<file path="config.mk">
export PLATFORM = sky130hd
export DESIGN_NAME = imm_gen_stage
export DESIGN_NICKNAME = d
export VERILOG_FILES = /design/src/rtl/imm_gen_stage.sv
export SDC_FILE = /design/constraint.sdc
export NUM_CORES = 1
export LEC_CHECK = 0
export BUFFER_PORTS_ARGS = -buffer_cell sky130_fd_sc_hd__buf_2
export CAP_MARGIN = 10
export CORE_ASPECT_RATIO = 0.6
export CORE_MARGIN = 2
export CORE_UTILIZATION = 33
export CTS_CLUSTER_SIZE = 8
export DETAILED_ROUTE_END_ITERATION = 7
export GPL_ROUTABILITY_DRIVEN = 1
export PLACE_DENSITY_LB_ADDON = 0.1
export SLEW_MARGIN = 20
export SYNTH_ARGS = -nofsm -noshare
export SYNTH_HDL_FRONTEND = slang
export SYNTH_SLANG_ARGS = --single-unit
</file>
<file path="constraint.sdc">
create_clock -name clk -period 1.8 [get_ports clk]
set_input_delay 0.18 -clock clk [delete_from_list [all_inputs] [get_ports clk]]
set_output_delay 0.18 -clock clk [all_outputs]
set_load 0.005 [all_outputs]
</file>
<file path="src/rtl/imm_gen_stage.sv">
// imm_gen_stage: registered RISC-V immediate generator with a 2-entry skid buffer.
// Accepts instruction + tag over valid/ready and emits a sign-extended immediate,
// a format code and an illegal-opcode flag one cycle after accept.
// Optional macro IMMGEN_ZICSR_EN: decode SYSTEM opcode (CSR immediates) as legal
// I/Z formats; when undefined, SYSTEM passes through as NONE and legal.
module imm_gen_stage #(
    parameter int unsigned XLEN  = 32,
    parameter int unsigned TAG_W = 32
) (
    input  logic             clk,
    input  logic             reset,
    input  logic             flush,
    input  logic             in_valid,
    output logic             in_ready,
    input  logic [31:0]      in_inst,
    input  logic [TAG_W-1:0] in_tag,
    output logic             out_valid,
    input  logic             out_ready,
    output logic [XLEN-1:0]  out_imm,
    output logic [2:0]       out_fmt,
    output logic [TAG_W-1:0] out_tag,
    output logic             out_illegal
);

    typedef enum logic [1:0] {StEmpty, StOne, StFull} state_e;

    localparam logic [2:0] FmtNone = 3'd0;
    localparam logic [2:0] FmtI    = 3'd1;
    localparam logic [2:0] FmtS    = 3'd2;
    localparam logic [2:0] FmtB    = 3'd3;
    localparam logic [2:0] FmtU    = 3'd4;
    localparam logic [2:0] FmtJ    = 3'd5;
`ifdef IMMGEN_ZICSR_EN
    localparam logic [2:0] FmtZ    = 3'd6;
`endif

    state_e            state_q, state_d;
    logic [XLEN-1:0]   out_imm_q, out_imm_d;
    logic [2:0]        out_fmt_q, out_fmt_d;
    logic [TAG_W-1:0]  out_tag_q, out_tag_d;
    logic              out_illegal_q, out_illegal_d;
    logic [XLEN-1:0]   skid_imm_q, skid_imm_d;
    logic [2:0]        skid_fmt_q, skid_fmt_d;
    logic [TAG_W-1:0]  skid_tag_q, skid_tag_d;
    logic              skid_illegal_q, skid_illegal_d;

    logic [31:0]       dec_imm32;
    logic [XLEN-1:0]   dec_imm;
    logic [2:0]        dec_fmt;
    logic              dec_illegal;
    logic              in_fire, out_fire;

    // Combinational decode of the incoming instruction word into a 32-bit immediate.
    always_comb begin
        dec_imm32   = '0;
        dec_fmt     = FmtNone;
        dec_illegal = 1'b0;
        case (in_inst[6:0])
            7'b0010011, 7'b0000011, 7'b1100111: begin
                dec_imm32 = {{20{in_inst[31]}}, in_inst[31:20]};
                dec_fmt   = FmtI;
            end
            7'b0100011: begin
                dec_imm32 = {{20{in_inst[31]}}, in_inst[31:25], in_inst[11:7]};
                dec_fmt   = FmtS;
            end
            7'b1100011: begin
                dec_imm32 = {{19{in_inst[31]}}, in_inst[31], in_inst[7], in_inst[30:25],
                             in_inst[11:8], 1'b0};
                dec_fmt   = FmtB;
            end
            7'b0110111, 7'b0010111: begin
                dec_imm32 = {in_inst[31:12], 12'b0};
                dec_fmt   = FmtU;
            end
            7'b1101111: begin
                dec_imm32 = {{11{in_inst[31]}}, in_inst[31], in_inst[19:12], in_inst[20],
                             in_inst[30:21], 1'b0};
                dec_fmt   = FmtJ;
            end
            7'b0110011: begin
                dec_fmt = FmtNone;
            end
            7'b1110011: begin
`ifdef IMMGEN_ZICSR_EN
                if (in_inst[14]) begin
                    dec_imm32 = {27'b0, in_inst[19:15]};
                    dec_fmt   = FmtZ;
                end else begin
                    dec_imm32 = {{20{in_inst[31]}}, in_inst[31:20]};
                    dec_fmt   = FmtI;
                end
`else
                // ecall/ebreak and CSR ops pass through without an immediate.
                dec_fmt = FmtNone;
`endif
            end
            default: begin
                dec_illegal = 1'b1;
            end
        endcase
    end

    // Sign extension of the 32-bit immediate to XLEN (zimm has bit 31 clear).
    assign dec_imm = XLEN'($signed(dec_imm32));

    // in_ready depends only on registered state and reset, never on out_ready.
    assign in_ready  = (state_q != StFull) && !reset;
    assign out_valid = (state_q != StEmpty);
    assign in_fire   = in_valid && in_ready;
    assign out_fire  = out_valid && out_ready;

    assign out_imm     = out_imm_q;
    assign out_fmt     = out_fmt_q;
    assign out_tag     = out_tag_q;
    assign out_illegal = out_illegal_q;

    // Next-state: skid buffer occupancy and data movement between input, skid and output.
    always_comb begin
        state_d        = state_q;
        out_imm_d      = out_imm_q;
        out_fmt_d      = out_fmt_q;
        out_tag_d      = out_tag_q;
        out_illegal_d  = out_illegal_q;
        skid_imm_d     = skid_imm_q;
        skid_fmt_d     = skid_fmt_q;
        skid_tag_d     = skid_tag_q;
        skid_illegal_d = skid_illegal_q;
        case (state_q)
            StEmpty: begin
                if (in_fire) begin
                    out_imm_d     = dec_imm;
                    out_fmt_d     = dec_fmt;
                    out_tag_d     = in_tag;
                    out_illegal_d = dec_illegal;
                    state_d       = StOne;
                end
            end
            StOne: begin
                if (in_fire && out_fire) begin
                    out_imm_d     = dec_imm;
                    out_fmt_d     = dec_fmt;
                    out_tag_d     = in_tag;
                    out_illegal_d = dec_illegal;
                end else if (in_fire) begin
                    skid_imm_d     = dec_imm;
                    skid_fmt_d     = dec_fmt;
                    skid_tag_d     = in_tag;
                    skid_illegal_d = dec_illegal;
                    state_d        = StFull;
                end else if (out_fire) begin
                    state_d = StEmpty;
                end
            end
            StFull: begin
                if (out_fire) begin
                    out_imm_d      = skid_imm_q;
                    out_fmt_d      = skid_fmt_q;
                    out_tag_d      = skid_tag_q;
                    out_illegal_d  = skid_illegal_q;
                    skid_imm_d     = '0;
                    skid_fmt_d     = '0;
                    skid_tag_d     = '0;
                    skid_illegal_d = 1'b0;
                    state_d        = StOne;
                end
            end
            default: state_d = StEmpty;
        endcase
        // Flush drops everything still buffered, including a same-cycle accept.
        if (flush) begin
            state_d = StEmpty;
        end
    end

    // State and data registers with synchronous reset.
    always_ff @(posedge clk) begin
        if (reset) begin
            state_q        <= StEmpty;
            out_imm_q      <= '0;
            out_fmt_q      <= '0;
            out_tag_q      <= '0;
            out_illegal_q  <= 1'b0;
            skid_imm_q     <= '0;
            skid_fmt_q     <= '0;
            skid_tag_q     <= '0;
            skid_illegal_q <= 1'b0;
        end else begin
            state_q        <= state_d;
            out_imm_q      <= out_imm_d;
            out_fmt_q      <= out_fmt_d;
            out_tag_q      <= out_tag_d;
            out_illegal_q  <= out_illegal_d;
            skid_imm_q     <= skid_imm_d;
            skid_fmt_q     <= skid_fmt_d;
            skid_tag_q     <= skid_tag_d;
            skid_illegal_q <= skid_illegal_d;
        end
    end

endmodule

</file>
# --- After elaboration in Yosys (flattened, before gate mapping) ---
# Cells that the tools add are included.
totals:
  register_bits: 138
  out_inout_bits: 70
  elab_cells: 80
op_classes:
  n_eq_ne: 19
  mux: 36
  reduce_logical: 16
ops:
  columns: ["cell", "count"]
  rows:
  - ["two-way mux 32 bit", 9]
  - ["case mux 32 bit (3 select lines)", 2]
  - ["case mux 32 bit (5 select lines)", 1]
  - ["case mux 32 bit (2 select lines)", 2]
  - ["equality test 7 bit (second input constant)", 4]
  - ["equality test 7 x 6 -> 1 bit (second input constant)", 3]
  - ["two-way mux 3 bit", 5]
  - ["case mux 3 bit (5 select lines)", 1]
  - ["equality test 7 x 5 -> 1 bit (second input constant)", 2]
  - ["!= test 2 bit (second input constant)", 6]
  - ["AND reduction 4 bit", 3]
  - ["two-way mux 2 bit", 5]
  - ["OR reduction 10 bit", 1]
  - ["case mux 3 bit (3 select lines)", 1]
  - ["equality test 7 x 2 -> 1 bit (second input constant)", 1]
  - ["two-way mux 1 bit", 6]
  - ["case mux 2 bit (3 select lines)", 1]
  - ["case mux 3 bit (2 select lines)", 1]
  - ["logical AND 1 bit", 4]
  - ["nonzero test 2 bit", 2]
  - ["OR reduction 2 bit", 2]
  - ["!= test 3 bit (second input constant)", 1]
  - ["case mux 1 bit (3 select lines)", 1]
  - ["nonzero test 3 bit", 1]
  - ["6 further kinds", 6]

# --- Longest topological paths before layout ---
# Gate-level depths: netlist of the first run.
logic_depth:
  depth_word: 6
  mapped_depth: 8
  mapped_depth_nobuf: 5

# --- Worst setup path before layout of the first run ---
# Ideal clock, no wire load.
synth_path:
  kind: "flip-flop to flip-flop"
  start: "reg state_q[0]"
  end: "reg out_imm_q[21], in the netlist out_imm[21]"
  setup_ns: 0.088
  arrival_ns: 1.458
  slack_ns: 0.254
  path_stages_with_launch: 7
  path_buffers: 3
  period_less_slack_ns: 1.546
  path_cell_list: "dfxtp_1 > buf_4 > nand2b_1 > buf_2 > clkbuf_1 > nand3_1 > a311oi_2"
synth_via:
  elab_chain_cells: 6
  word_cells_on_any_way: 15
synth_rtl:
  columns: ["item", "line_no", "rtl"]
  rows:
  - ["from (decl)", "37", "state_e state_q, state_d;"]
  - ["from (signal assigned)", "179", "state_q <= StEmpty;"]
  - ["from (signal assigned)", "189", "state_q <= state_d;"]
  - ["!= test 2 bit", "108", "assign in_ready = (state_q != StFull) && !reset;"]
  - ["logical AND 1 bit", "108", null]
  - ["logical AND 1 bit", "110", "assign in_fire = in_valid && in_ready;"]
  - ["logical AND 1 bit", "140", "if (in_fire && out_fire) begin"]
  - ["!= test 2 bit (no line)", null, null]
  - ["AND reduction 4 bit (no line)", null, null]
  - ["to (signal assigned)", "190", "out_imm_q <= out_imm_d;"]
  - ["to (decl)", "38", "logic [XLEN-1:0] out_imm_q, out_imm_d;"]
# Several ways; a longest one is shown, not always the timed one.
# A chain may end at the register's enable or synchronous reset.

# --- Final worst setup path of the first run ---
layout_path:
  start: "reg state_q[1]"
  end: "out in_ready"
layout_via:
  elab_chain_cells: 2
layout_rtl:
  columns: ["item", "line_no", "rtl"]
  rows:
  - ["!= test 2 bit", "108", null]
  - ["logical AND 1 bit", "108", null]
  - ["to (decl)", "14", "output logic in_ready,"]
# Every way passes these cells.

==> impl_metrics.env, run 1 <==
export IMPL_hold_violations=0
export IMPL_numCtsBuffers=17
export IMPL_clock_sinks=138
export IMPL_cts_tree="done"
export IMPL_wl_per_cell_um=16.96
export IMPL_io_pins=139
export IMPL_synth_area_per_cell_um2=8.647
export IMPL_drtPass1Iterations=5
export IMPL_worst_setup_path_type="flop to output port"
export IMPL_syn_inst=687
export IMPL_rsz0062_at_grt="yes"
export IMPL_ant_nets=0
export IMPL_die_x_um=177.2
export IMPL_placed_cells=1033
export IMPL_final_max_slew_violation_count=0
export IMPL_dr_total_vias=5634
export IMPL_dieArea_mm2=0.01913
export IMPL_skew_ps=10.28
export IMPL_finalPower_uw=8043
export IMPL_area_growth_pct=32.83
export IMPL_first_iter_violations=389
export IMPL_min_path_type="input pin to flop"
export IMPL_insertion_delay_ps=410
export IMPL_syn_nets=756
export IMPL_hold_ws_ps=30.35
export IMPL_grt_max_degree=61
export IMPL_clk_pin_slew_ps=60
export IMPL_synth_main_ff_cell="dfxtp_1"
export IMPL_io_buffers=138
export IMPL_layout_cells_non_filler=1081
export IMPL_postRouteWirelength_um=18330
export IMPL_asyncSetResetFlopFracSynth_pct=0
export IMPL_setup_violations=0
export IMPL_cp_required_ps=1620
export IMPL_power_per_cell_area_mw_per_mm2=1019
export IMPL_final_cell_mix="137 x buf_2, 137 x dfxtp_1, 112 x nand2_1"
export IMPL_layout_min_cycle_time_ps=1720
export IMPL_grt_pass1_vias=5221
export IMPL_fmax_mhz=581.5
export IMPL_htree_levels=4
export IMPL_layout_drive_gt1_share_pct=30.22
export IMPL_tightest_slew_ps=879.7
export IMPL_synth_cell_type_count=59
export IMPL_fill_cells=1720
export IMPL_multiInputGateArea_mm2=0.002950
export IMPL_regArea_mm2=0.002764
export IMPL_start_util_pct=34.22
export IMPL_rows=37
export IMPL_post_dp_hpwl_um=11850
export IMPL_arrival_ps=1540
export IMPL_viasPerCell=5.212
export IMPL_start_kind="flop"
export IMPL_die_height_um=107.9
export IMPL_cts_max_path_buffers=2
export IMPL_p_leak_uw=0.003263
export IMPL_syn_cell_area_mm2=0.005941
export IMPL_drc=0
export IMPL_crit_path_end_kind="output port"
export IMPL_antenna_found_initial=1
export IMPL_gp_congestion=0.8262
export IMPL_antenna_cells=0
export IMPL_worst_path_max_fanout=21
export IMPL_gr_total_overflow=0
export IMPL_nets=903
export IMPL_grt_pass1_wl_um=27550
export IMPL_grtUsageTotal_pct=18.41
export IMPL_core_area_mm2=0.01736
export IMPL_period_share_pct=95.54
export IMPL_fin_util_pct=45.46
export IMPL_clock_root_buffer="clkbuf_16"
export IMPL_ys_ff_latch=138
export IMPL_synth_edf_count=0
export IMPL_maxCapViolations=0
export IMPL_ir_drop_uv=554.3
export IMPL_maxSlewHeadroom_pct=40.96
export IMPL_status="complete, no violations"
export IMPL_synth_yosys_seq_area_share_pct=46.50
export IMPL_synth_warnings=0
[what timing repair did]
item	4_1_cts	5_1_grt
cloned	1	3
endpoints found under the setup margin	76	61
buffers inserted	1	9
pin swaps	0	1
hold buffers	2	0
gates resized for setup	10	12
hold endpoints to repair	3	0
[synthesized netlist by cell type (3+ instances only)]
cell type  count  area, µm²
nor3_1        10      50.05
a31oi_1        7      43.79
inv_1          5      18.77
a22oi_1       35      262.8
a22o_1        10      87.58
nor2b_1        3      18.77
nand2_1      112      420.4
or2_1          3      18.77
o21ai_0       18      90.09
and2_1         9      56.30
clkbuf_1      22      82.58
a21oi_1       33      165.2
a21o_1        12      90.09
nand2b_1       4      25.02
buf_2         28      140.1
nor2_1       106      397.9
a221oi_1       7      61.31
nand3b_1       7      52.55
dfxtp_1      138       2763
nand3_1       14      70.07
a311oi_2       9      135.1
a211oi_1      15      112.6
a21oi_2        3      26.28
buf_4          5      37.54
a311oi_1      35      306.5
[layer usage]
metal  share of wire (%)  vias to the layer above  track usage, %  wire length, µm
met2                  42                      172           27.27             7781
met3                 7.0                        8           5.907             1283
met4                0.43                        2           4.191               78
li1                    -                     2759               -                -
met1                  50                     2693           26.01             9177
met5               0.071                        -               0               13
[critical path, stage by stage (launching register included)]
cell and delay [ps]:
dfxtp_2 330, buf_4 100, nor2b_4 210, buf_12 150, buf_12 150, nor2_2 40, buf_2 130
[report_power, final]
part	switching, µW	total, µW	internal (µW)
clock	1390	3900	2510
sequential	74.5	3270	3200
combinational	485	875	390
[layout make-up]
class | instances | share of cell area (%)
Multi-Input combinational cell | 488 | 37.39
Timing Repair Buffer | 184 | 15.30
Inverter | 5 | 0.2378
Sequential cell | 138 | 35.02
Clock inverter | 13 | 2.727
Tap cell | 234 | 3.710
Clock buffer | 19 | 5.613
[cells by family (layout without fill, tap and decap cells)]
| kind of cell | Yosys count | in the layout | share of synthesized area, % |
|---|---|---|---|
| and+or+nand+nor | 280 | 280 | 20.77 |
| AOI/OAI and AO/OA | 204 | 205 | 27.11 |
| DFF | 138 | 138 | 46.50 |
| buffers and inverters | 62 | 221 | 5.076 |
| muxes | 3 | 3 | 0.5476 |
[sequential cells by signal, summed over array words and instances (netlist names)]
name / flops
skid_illegal_q: 1
skid_tag_q: 32
skid_fmt_q: 3
out_imm: 32
out_fmt: 3
out_illegal: 1
out_tag: 32
skid_imm_q: 32
state_q: 2
[worst paths after layout]
| check | start | end | slack (ps) | cells after the start |
|---|---|---|---|---|
| hold / removal | in_inst[18] | skid_imm_q[18] | 30 | 3 |
| setup / recovery | state_q[1] | in_ready | 80 | 6 |
| setup reg to reg | state_q[0] | skid_tag_q[10] | 100 | 6 |
| hold reg to reg | skid_imm_q[22] | skid_imm_q[22] | 450 | 1 |
[through the flow]
step	worst slack, ps	setup TNS (ps)	instance area (µm²)
finish	80.20	0	7891
global route	-14.41	-24.48	7891
CTS	-70.79	-538.0	7689
detailed placement	-263.3	-7706	6943
global placement	-171.2	-3516	6943
floorplan	254.3	0	5941
Power figures use the tool's default switching activity.
==> run 2: changes to the inputs <==
HOLD_SLACK_MARGIN = 0.15   (was default)
==> impl_metrics.env, run 2 (synthesized netlist as in run 1, its figures left out) <==
export IMPL_htree_levels=4
export IMPL_die_x_um=177.2
export IMPL_nets=954
export IMPL_antenna_found_initial=0
export IMPL_antenna_cells=0
export IMPL_numCtsBuffers=17
export IMPL_insertion_delay_ps=410
export IMPL_gp_congestion=0.8262
export IMPL_hp_start="in_inst[11]"
export IMPL_min_to="skid_imm_q[4]"
export IMPL_grt_pass1_vias=5413
export IMPL_intPower_uw=6173
export IMPL_timing_setup_tns_ps=0
export IMPL_dr_total_vias=5772
export IMPL_hold_depth=3
export IMPL_start_util_pct=34.22
export IMPL_dpl_instance_area_mm2=0.006943
export IMPL_fmax_mhz=567.3
export IMPL_skew_ps=9.595
export IMPL_viasPerCell=5.099
export IMPL_post_dp_hpwl_um=11850
export IMPL_combPwrFrac_pct=11.9
export IMPL_core_area_mm2=0.01736
export IMPL_placed_cells=1033
export IMPL_r2r_start="state_q[1]"
export IMPL_tightest_slew_ps=886.9
export IMPL_layout_drive_gt1_share_pct=28.06
export IMPL_drtPass1Iterations=5
export IMPL_wl_per_cell_um=16.48
export IMPL_grt_pass1_wl_um=28230
export IMPL_cts_max_path_buffers=2
export IMPL_gr_total_overflow=0
export IMPL_final_cell_mix="137 x buf_2, 137 x dfxtp_1, 112 x nand2_1"
export IMPL_arrival_ps=2070
export IMPL_grt_max_degree=61
export IMPL_fin_area_mm2=0.008411
export IMPL_rows=37
export IMPL_dieArea_mm2=0.01913
export IMPL_status="complete, no violations"
export IMPL_worst_path_max_delay_cell="dfxtp_2"
export IMPL_power_per_cell_area_mw_per_mm2=967.2
export IMPL_first_iter_violations=406
export IMPL_fin_util_pct=48.45
export IMPL_worst_path_max_fanout=30
export IMPL_ir_drop_uv=562.3
export IMPL_worst_path_buf_inv=3
export IMPL_critical_path_max_stage_delay_ps=320
export IMPL_min_path_type="input pin to flop"
export IMPL_setup_violations=0
export IMPL_r2r_end="out_tag[6]"
export IMPL_die_height_um=107.9
export IMPL_hold_violations=0
export IMPL_p_seq_share_pct=40.2
export IMPL_layout_cells_non_filler=1132
export IMPL_switching_share_pct=24.12
export IMPL_path_cells="nor3b_2 -> buf_4 -> a21oi_2 -> o21ai_4 -> buf_12 -> clkbuf_16 -> nor2_1 -> a311oi_1"
export IMPL_cts_tree="done"
export IMPL_period_share_pct=97.93
export IMPL_io_buffers=138
export IMPL_cp_required_ps=2110
export IMPL_start_kind="flop"
export IMPL_layout_min_cycle_time_ps=1763
export IMPL_r2r_slack_ps=40
export IMPL_area_growth_pct=41.58
export IMPL_drc=0
export IMPL_pwr_share_clk_pct=47.9
export IMPL_critical_path_top_delay_family="compound AO/OA/AOI/OAI gates"
export IMPL_power_switching_uw=1962
export IMPL_maxCapViolations=0
export IMPL_p_leak_uw=0.003474
export IMPL_hold_ws_ps=159.8
export IMPL_clock_root_buffer="clkbuf_16"
export IMPL_crit_path_end_kind="flop"
export IMPL_clk_pin_slew_ps=60
export IMPL_rsz0062_at_grt="yes"
export IMPL_worst_setup_path_type="flop to flop"
export IMPL_clock_sinks=138
export IMPL_io_pins=139
export IMPL_postRouteWirelength_um=18650
export IMPL_grtUsageTotal_pct=18.80
export IMPL_r2r_cells=8
export IMPL_final_max_slew_violation_count=0
export IMPL_maxSlewHeadroom_pct=40.47
export IMPL_ant_nets=0
## run 2: cell types whose count changed in the layout (fill, tap and decap cells not counted), sizes merged
cell	change
dlygate4sd3	+53
buf	-2
## run 2: timing repair
item	CTS	global route
hold endpoints to repair	108	0
setup buffers	1	7
resized for setup	10	10
cloned	1	3
setup endpoints to repair	76	60
pin swaps	0	2
hold buffers	55	0
## run 2: per-stage QoR
step                worst slack, ps  power [µW]
floorplan                     254.3        3762
global placement             -171.2        4126
detailed placement           -263.3        4140
CTS                          -70.79        8169
global route                 -41.74        8487
finish                        37.29        8134
## run 2: final cells by class
type	count	area [µm²]
Fill cell	1681	8950
Multi-Input combinational cell	488	2942
Sequential cell	138	2764
Timing Repair Buffer	235	1735
Clock buffer	19	442.9
Tap cell	234	292.8
Clock inverter	13	215.2
Inverter	5	18.77
## run 2: worst max path at each step
stage	cells past startpoint	endpoint	start	slack, ps
6_report	8	out_tag[6]	state_q[1]	40
5_1_grt	8	out_tag[6]	state_q[1]	-40
4_1_cts	6	in_ready	state_q[0]	-70
3_5_place_dp	7	skid_tag_q[10]	in_valid	-260
3_3_place_gp	7	skid_tag_q[11]	in_valid	-170
2_1_floorplan	6	out_imm[21]	state_q[0]	250
## run 2: power groups by stage
stage	clock, µW	combinational (µW)	sequential [µW]
detailed placement	0	803	3340
finish	3900	964	3270
floorplan	0	424	3340
global placement	0	796	3330
global route	4140	1060	3280
CTS	3990	910	3270
## run 2: metal layers
metal | wire length, µm | vias to the layer above | part of all wire, % | GRT usage (%)
met5 | 0 | - | 0 | 0
met4 | 80 | 0 | 0.43 | 4.250
met3 | 1112 | 8 | 6.0 | 5.520
met2 | 7967 | 147 | 43 | 28.40
met1 | 9488 | 2754 | 51 | 26.44
li1 | - | 2863 | - | -
## run 2: tightest hold or removal path, stage by stage
cell	delay, ps
buf_2	70
a22o_1	160
a22o_1	130
